$ cat config.mk
export PLATFORM = sky130hd
export DESIGN_NAME = if_fetch_unit
export DESIGN_NICKNAME = d
export VERILOG_FILES = /design/src/rtl/if_fetch_unit.sv
export SDC_FILE = /design/constraint.sdc
export NUM_CORES = 1
export LEC_CHECK = 0
export CAP_MARGIN = 25
export CORE_ASPECT_RATIO = 2
export CORE_MARGIN = 3
export CORE_UTILIZATION = 25
export DETAILED_ROUTE_END_ITERATION = 10
export PLACE_DENSITY = 0.63
export REMOVE_ABC_BUFFERS = 1
export SLEW_MARGIN = 0
export SYNTH_ARGS = -nofsm -noshare
export SYNTH_HDL_FRONTEND = slang
export SYNTH_SLANG_ARGS = --single-unit
$ cat constraint.sdc
create_clock -name clk -period 3.3 [get_ports clk]
set_input_delay 0.33 -clock clk [delete_from_list [all_inputs] [get_ports clk]]
set_output_delay 0.33 -clock clk [all_outputs]
set_load 0.03 [all_outputs]
$ cat src/rtl/if_fetch_unit.sv
// -----------------------------------------------------------------------------
// if_fetch_unit
//   Instruction-fetch stage of the 5-stage pipeline. Owns the PC, issues
//   requests to a variable-latency instruction memory (req/ready handshake),
//   presents pc+4 and the fetched word to the IF/ID register, and applies
//   branch/jump redirects from ID with one architectural delay slot.
//
// Ports
//   clk         in   pipeline clock, rising edge
//   clr         in   asynchronous active-high reset
//   stall       in   hazard stall (same signal that freezes IF/ID)
//   pcsrc[1:0]  in   00 seq, 01 branch (bpc), 10 jump (jpc), 11 jr (rpc)
//   bpc/jpc/rpc in   redirect targets
//   imem_addr   out  fetch address (= pc)
//   imem_req    out  fetch request
//   imem_rdata  in   instruction word, valid with imem_ready
//   imem_ready  in   fetch completes this cycle
//   if_pc4      out  pc+4 to IF/ID
//   if_inst     out  instruction to IF/ID (NOP = 0 when none available)
//   if_valid    out  if_inst is a real instruction
// -----------------------------------------------------------------------------
module if_fetch_unit #(
  parameter logic [31:0] RESET_PC = 32'h0000_0000
) (
  input  logic        clk,
  input  logic        clr,
  input  logic        stall,
  input  logic [1:0]  pcsrc,
  input  logic [31:0] bpc,
  input  logic [31:0] jpc,
  input  logic [31:0] rpc,
  output logic [31:0] imem_addr,
  output logic        imem_req,
  input  logic [31:0] imem_rdata,
  input  logic        imem_ready,
  output logic [31:0] if_pc4,
  output logic [31:0] if_inst,
  output logic        if_valid
);

  typedef enum logic {
    S_FETCH = 1'b0,
    S_HOLD  = 1'b1
  } state_t;

  state_t      r_state;
  logic [31:0] r_pc;
  logic [31:0] r_inst_buf;
  logic        r_pend;
  logic [31:0] r_pend_pc;

  state_t      w_state_nxt;
  logic [31:0] w_pc_nxt;
  logic [31:0] w_inst_buf_nxt;
  logic        w_pend_nxt;
  logic [31:0] w_pend_pc_nxt;
  logic [31:0] w_pc4;
  logic [31:0] w_tgt;
  logic        w_avail;
  logic [31:0] w_word;
  logic        w_deliver;
  logic        w_redir;

  assign w_pc4 = r_pc + 32'd4;

  // Redirect target select; pcsrc is only honoured when the pipe is not stalled
  // because ID re-presents the same control while frozen.
  always_comb begin
    w_tgt = bpc;
    case (pcsrc)
      2'b01:   w_tgt = bpc;
      2'b10:   w_tgt = jpc;
      2'b11:   w_tgt = rpc;
      default: w_tgt = bpc;
    endcase
  end

  assign w_redir = (pcsrc != 2'b00) && !stall;

  // Next-state logic: FSM transitions, instruction buffer, PC and pending redirect.
  always_comb begin
    w_state_nxt    = r_state;
    w_inst_buf_nxt = r_inst_buf;
    w_pc_nxt       = r_pc;
    w_pend_nxt     = r_pend;
    w_pend_pc_nxt  = r_pend_pc;
    w_avail        = 1'b0;
    w_word         = 32'h0000_0000;

    case (r_state)
      S_FETCH: begin
        w_avail = imem_ready;
        w_word  = imem_rdata;
        // A word that completes while stalled is parked so the memory is not re-asked.
        if (imem_ready && stall) begin
          w_state_nxt    = S_HOLD;
          w_inst_buf_nxt = imem_rdata;
        end else begin
          w_state_nxt = S_FETCH;
        end
      end
      S_HOLD: begin
        w_avail = 1'b1;
        w_word  = r_inst_buf;
        if (!stall) begin
          w_state_nxt = S_FETCH;
        end else begin
          w_state_nxt = S_HOLD;
        end
      end
      default: begin
        w_state_nxt = S_FETCH;
      end
    endcase

    w_deliver = w_avail && !stall;

    if (w_deliver) begin
      // The word delivered now is the delay slot of any redirect seen with it.
      if (w_redir) begin
        w_pc_nxt = w_tgt;
      end else if (r_pend) begin
        w_pc_nxt = r_pend_pc;
      end else begin
        w_pc_nxt = w_pc4;
      end
      w_pend_nxt = 1'b0;
    end else if (w_redir) begin
      // Redirect arrived before its delay slot finished fetching: remember it.
      // A newer redirect overwrites an older pending one.
      w_pend_nxt    = 1'b1;
      w_pend_pc_nxt = w_tgt;
    end else begin
      w_pend_nxt = r_pend;
    end
  end

  // State register with asynchronous reset.
  always_ff @(posedge clk or posedge clr) begin
    if (clr) begin
      r_state    <= S_FETCH;
      r_pc       <= RESET_PC;
      r_inst_buf <= 32'h0000_0000;
      r_pend     <= 1'b0;
      r_pend_pc  <= 32'h0000_0000;
    end else begin
      r_state    <= w_state_nxt;
      r_pc       <= w_pc_nxt;
      r_inst_buf <= w_inst_buf_nxt;
      r_pend     <= w_pend_nxt;
      r_pend_pc  <= w_pend_pc_nxt;
    end
  end

  // Output decode: the word reaches IF/ID in the same cycle it is available;
  // clr forces a bubble and drops the request immediately.
  always_comb begin
    imem_addr = r_pc;
    if_pc4    = w_pc4;
    imem_req  = (r_state == S_FETCH) && !clr;
    if (clr) begin
      if_inst  = 32'h0000_0000;
      if_valid = 1'b0;
    end else if (w_avail) begin
      if_inst  = w_word;
      if_valid = 1'b1;
    end else begin
      if_inst  = 32'h0000_0000;
      if_valid = 1'b0;
    end
  end

endmodule

==> out/results.ini <==
[grt]
first_global_vias = 5902
grt_pass1_wl_mm = 34.6
grt_use_total = 0.166
grt_max_degree = 67
overflow = 0
antenna_found_initial = 0

[route]
routed_via_density = 4.82
wl_per_cell_um = 18.3
firstDrtPassIters = 4
via_count = 5930
drt_iter0_drc = 308
routed_wl_mm = 22.5
drc_errors = 0
ant_nets = 0

[worst_setup_path]
end_kind = output pin
cp.required_ns = 2.97
crit_path_start_kind = flop
crit_fanout = 7
path_class = reg2out
worst_ep_arrival_time_ns = 2.78

[run_status]
run_status = complete, no violations

[power]
comb_power_share = 0.415
power_density_nw_per_um2 = 531
internal_power_w = 0.00304
seqPwrFrac = 0.350
vdd_drop_max_v = 0.000239
switching_power_w = 0.00189
clock_power_share = 0.235
netSwitchingFraction = 0.383
p_leak_nw = 3.74

[layout]
num-fill-cells = 2488
fin_nets = 1028
diodes = 0
syn_to_final_growth_pct = 49.2
fin_util = 0.380
final_area_um2 = 9280
layout-drive-gt1-share = 0.117

[timing]
tns_ns = 0
rsz0062_at_grt = false
relSlewSlack = 0.408
fmaxAchievable_mhz = 322
slew_violations = 0
holdWs_ns = 0.471
setup_viol = 0
tightest_slew_ns = 0.887
hold_viol_final = 0
finalCritPeriodShare = 0.941
postLayoutSetupSlackWorst_ns = 0.194
clock_skew_ns = 0.0120
post-route-min-period_ns = 3.11

[hold_path]
min_path_type = reg2reg

[synth]
yosys_most_used_dff = dfrtp_1
synth_area_um2 = 6220
synth_area_leader_cell = dfrtp_1
synthTopCellsByCount = 98 x dfrtp_1, 84 x nand2_1, 66 x nor2_1
yosysMostFrequentCell = dfrtp_1
synth_cell_type_count = 67
async_reset_ff_frac = 1.00
ys_seq_area_frac = 0.394
synth_warnings = 0
synth_area_leaders = dfrtp_1 39%, mux2i_1 10%, mux2_2 7.2%, nand2_1 5.1%, o21ai_0 4.3%
synth_seq_cells = 98
yosysTopAreaCellShare = 0.394
synth_cells = 680
synth_edf_count = 0
syn_avg_cell_area_um2 = 9.14

[place]
hpwl_mm = 17.5
io_buffers = 231
place_congestion = 0.847
place_ws_ns = 0.346
placed_cell_area_um2 = 8910

[job]
cap_viol_max_count = 0

[floorplan]
die-area_um2 = 26900
die_x_um = 118
row_count = 81
die_y_um = 229
start_util = 0.255
core_um2 = 24400
io-pin-count = 232

[clock_tree]
cts_tree = built
clock_path_buffers = 2
cts_buffers = 9
path_clk_slew_ns = 0.07
cts_root_buf = clkbuf_16
h-tree-depth = 3
clock_latency_ns = 0.36
cts_sinks = 98

cell type report:
type	instances	area, um2	share of cell area
Clock inverter	6	90.1	0.00971
Tap cell	332	415	0.0448
Timing Repair Buffer	254	2510	0.271
Clock buffer	10	229	0.0247
Inverter	9	36.3	0.00391
Multi-Input combinational cell	521	3540	0.381
Sequential cell	98	2450	0.264
final timing paths:
path / startpoint / to / slack (ns) / cells after the start
max in group asynchronous: clr / r_state / 1.51 / 4
min in group asynchronous: clr / r_inst_buf[30] / 0.54 / 3
worst max register to register: r_state / imem_addr[18] / 1.11 / 6
worst max-delay path: imem_addr[2] / if_pc4[22] / 0.19 / 6
worst min register to register: r_pend_pc[26] / r_pend_pc[26] / 0.47 / 2
worst min-delay path: r_pend_pc[26] / r_pend_pc[26] / 0.47 / 2
sequential cells by signal, summed over array words and instances, names as in the netlist:
| signal | cells |
|---|---|
| imem_addr | 32 |
| r_state | 1 |
| r_pend | 1 |
| r_inst_buf | 32 |
| r_pend_pc | 32 |
layer usage:
| layer | part of all wire | global-route usage | routed length (um) | vias up |
|---|---|---|---|---|
| met3 | 0.064 | 0.0437 | 1450 | 48 |
| met1 | 0.36 | 0.168 | 8080 | 2791 |
| met4 | 0.056 | 0.0928 | 1250 | 0 |
| li1 | - | - | - | 2890 |
| met2 | 0.52 | 0.304 | 11700 | 201 |
| met5 | 0 | 0 | 0 | - |
critical path: stages, from the launching register on:
cell,delay (ns)
dfrtp_1,0.45
ha_1,0.27
and4_1,0.30
nand4_2,0.26
nor2_1,0.23
xor2_1,0.16
clkdlybuf4s50_1,0.75
per-stage QoR:
step           instances  power (W)
3_3_place_gp        1212    0.00378
6_report            1230    0.00493
2_1_floorplan        628    0.00281
5_1_grt             1230    0.00520
3_5_place_dp        1212    0.00380
4_1_cts             1228    0.00499
power groups by stage:
| stage | sequential [W] | clock (W) | combinational, W |
|---|---|---|---|
| 5_1_grt | 0.00177 | 0.00124 | 0.00219 |
| 3_5_place_dp | 0.00175 | 0 | 0.00206 |
| 2_1_floorplan | 0.00189 | 0 | 0.000920 |
| 3_3_place_gp | 0.00172 | 0 | 0.00206 |
| 4_1_cts | 0.00172 | 0.00120 | 0.00207 |
| 6_report | 0.00172 | 0.00116 | 0.00205 |
cells in the final DEF (no fill, tap or decap), types with 3 or more instances in the layout:
cell type,n
a21oi_1,19
nor2b_1,4
nor4_1,5
mux2_2,40
o22ai_1,5
nor3_1,11
a221o_1,3
nand3_1,14
clkdlybuf4s50_1,226
nor2_1,65
o2111ai_1,6
a2bb2oi_1,5
clkbuf_16,9
mux2i_1,64
dfrtp_1,97
o211ai_1,9
o21ai_0,54
and3_1,6
nand4_1,8
o32a_1,3
buf_4,21
o22a_1,5
o2bb2ai_1,6
nand2_1,84
a211oi_1,7
xor2_1,8
buf_12,3
a31oi_1,6
o221ai_1,5
inv_1,8
nand2b_1,12
xnor2_1,19
nand2_2,3
logic make-up after synthesis:
family	count (synthesis)	share of synthesized area
and+or+nand+nor	233	0.178
AOI/OAI and AO/OA	156	0.169
muxes	104	0.175
DFF	98	0.394
buffers and inverters	61	0.0427
xor gates and xnor gates	27	0.0380
adders and majority gates	1	0.00201
repair_timing:
item	in CTS	in global routing
hold buffers	0	0
buffers inserted	0	2
endpoints found under the setup margin	2	5
pin swaps	0	0
resized for setup	1	5
(Power assumes the default switching activity.)
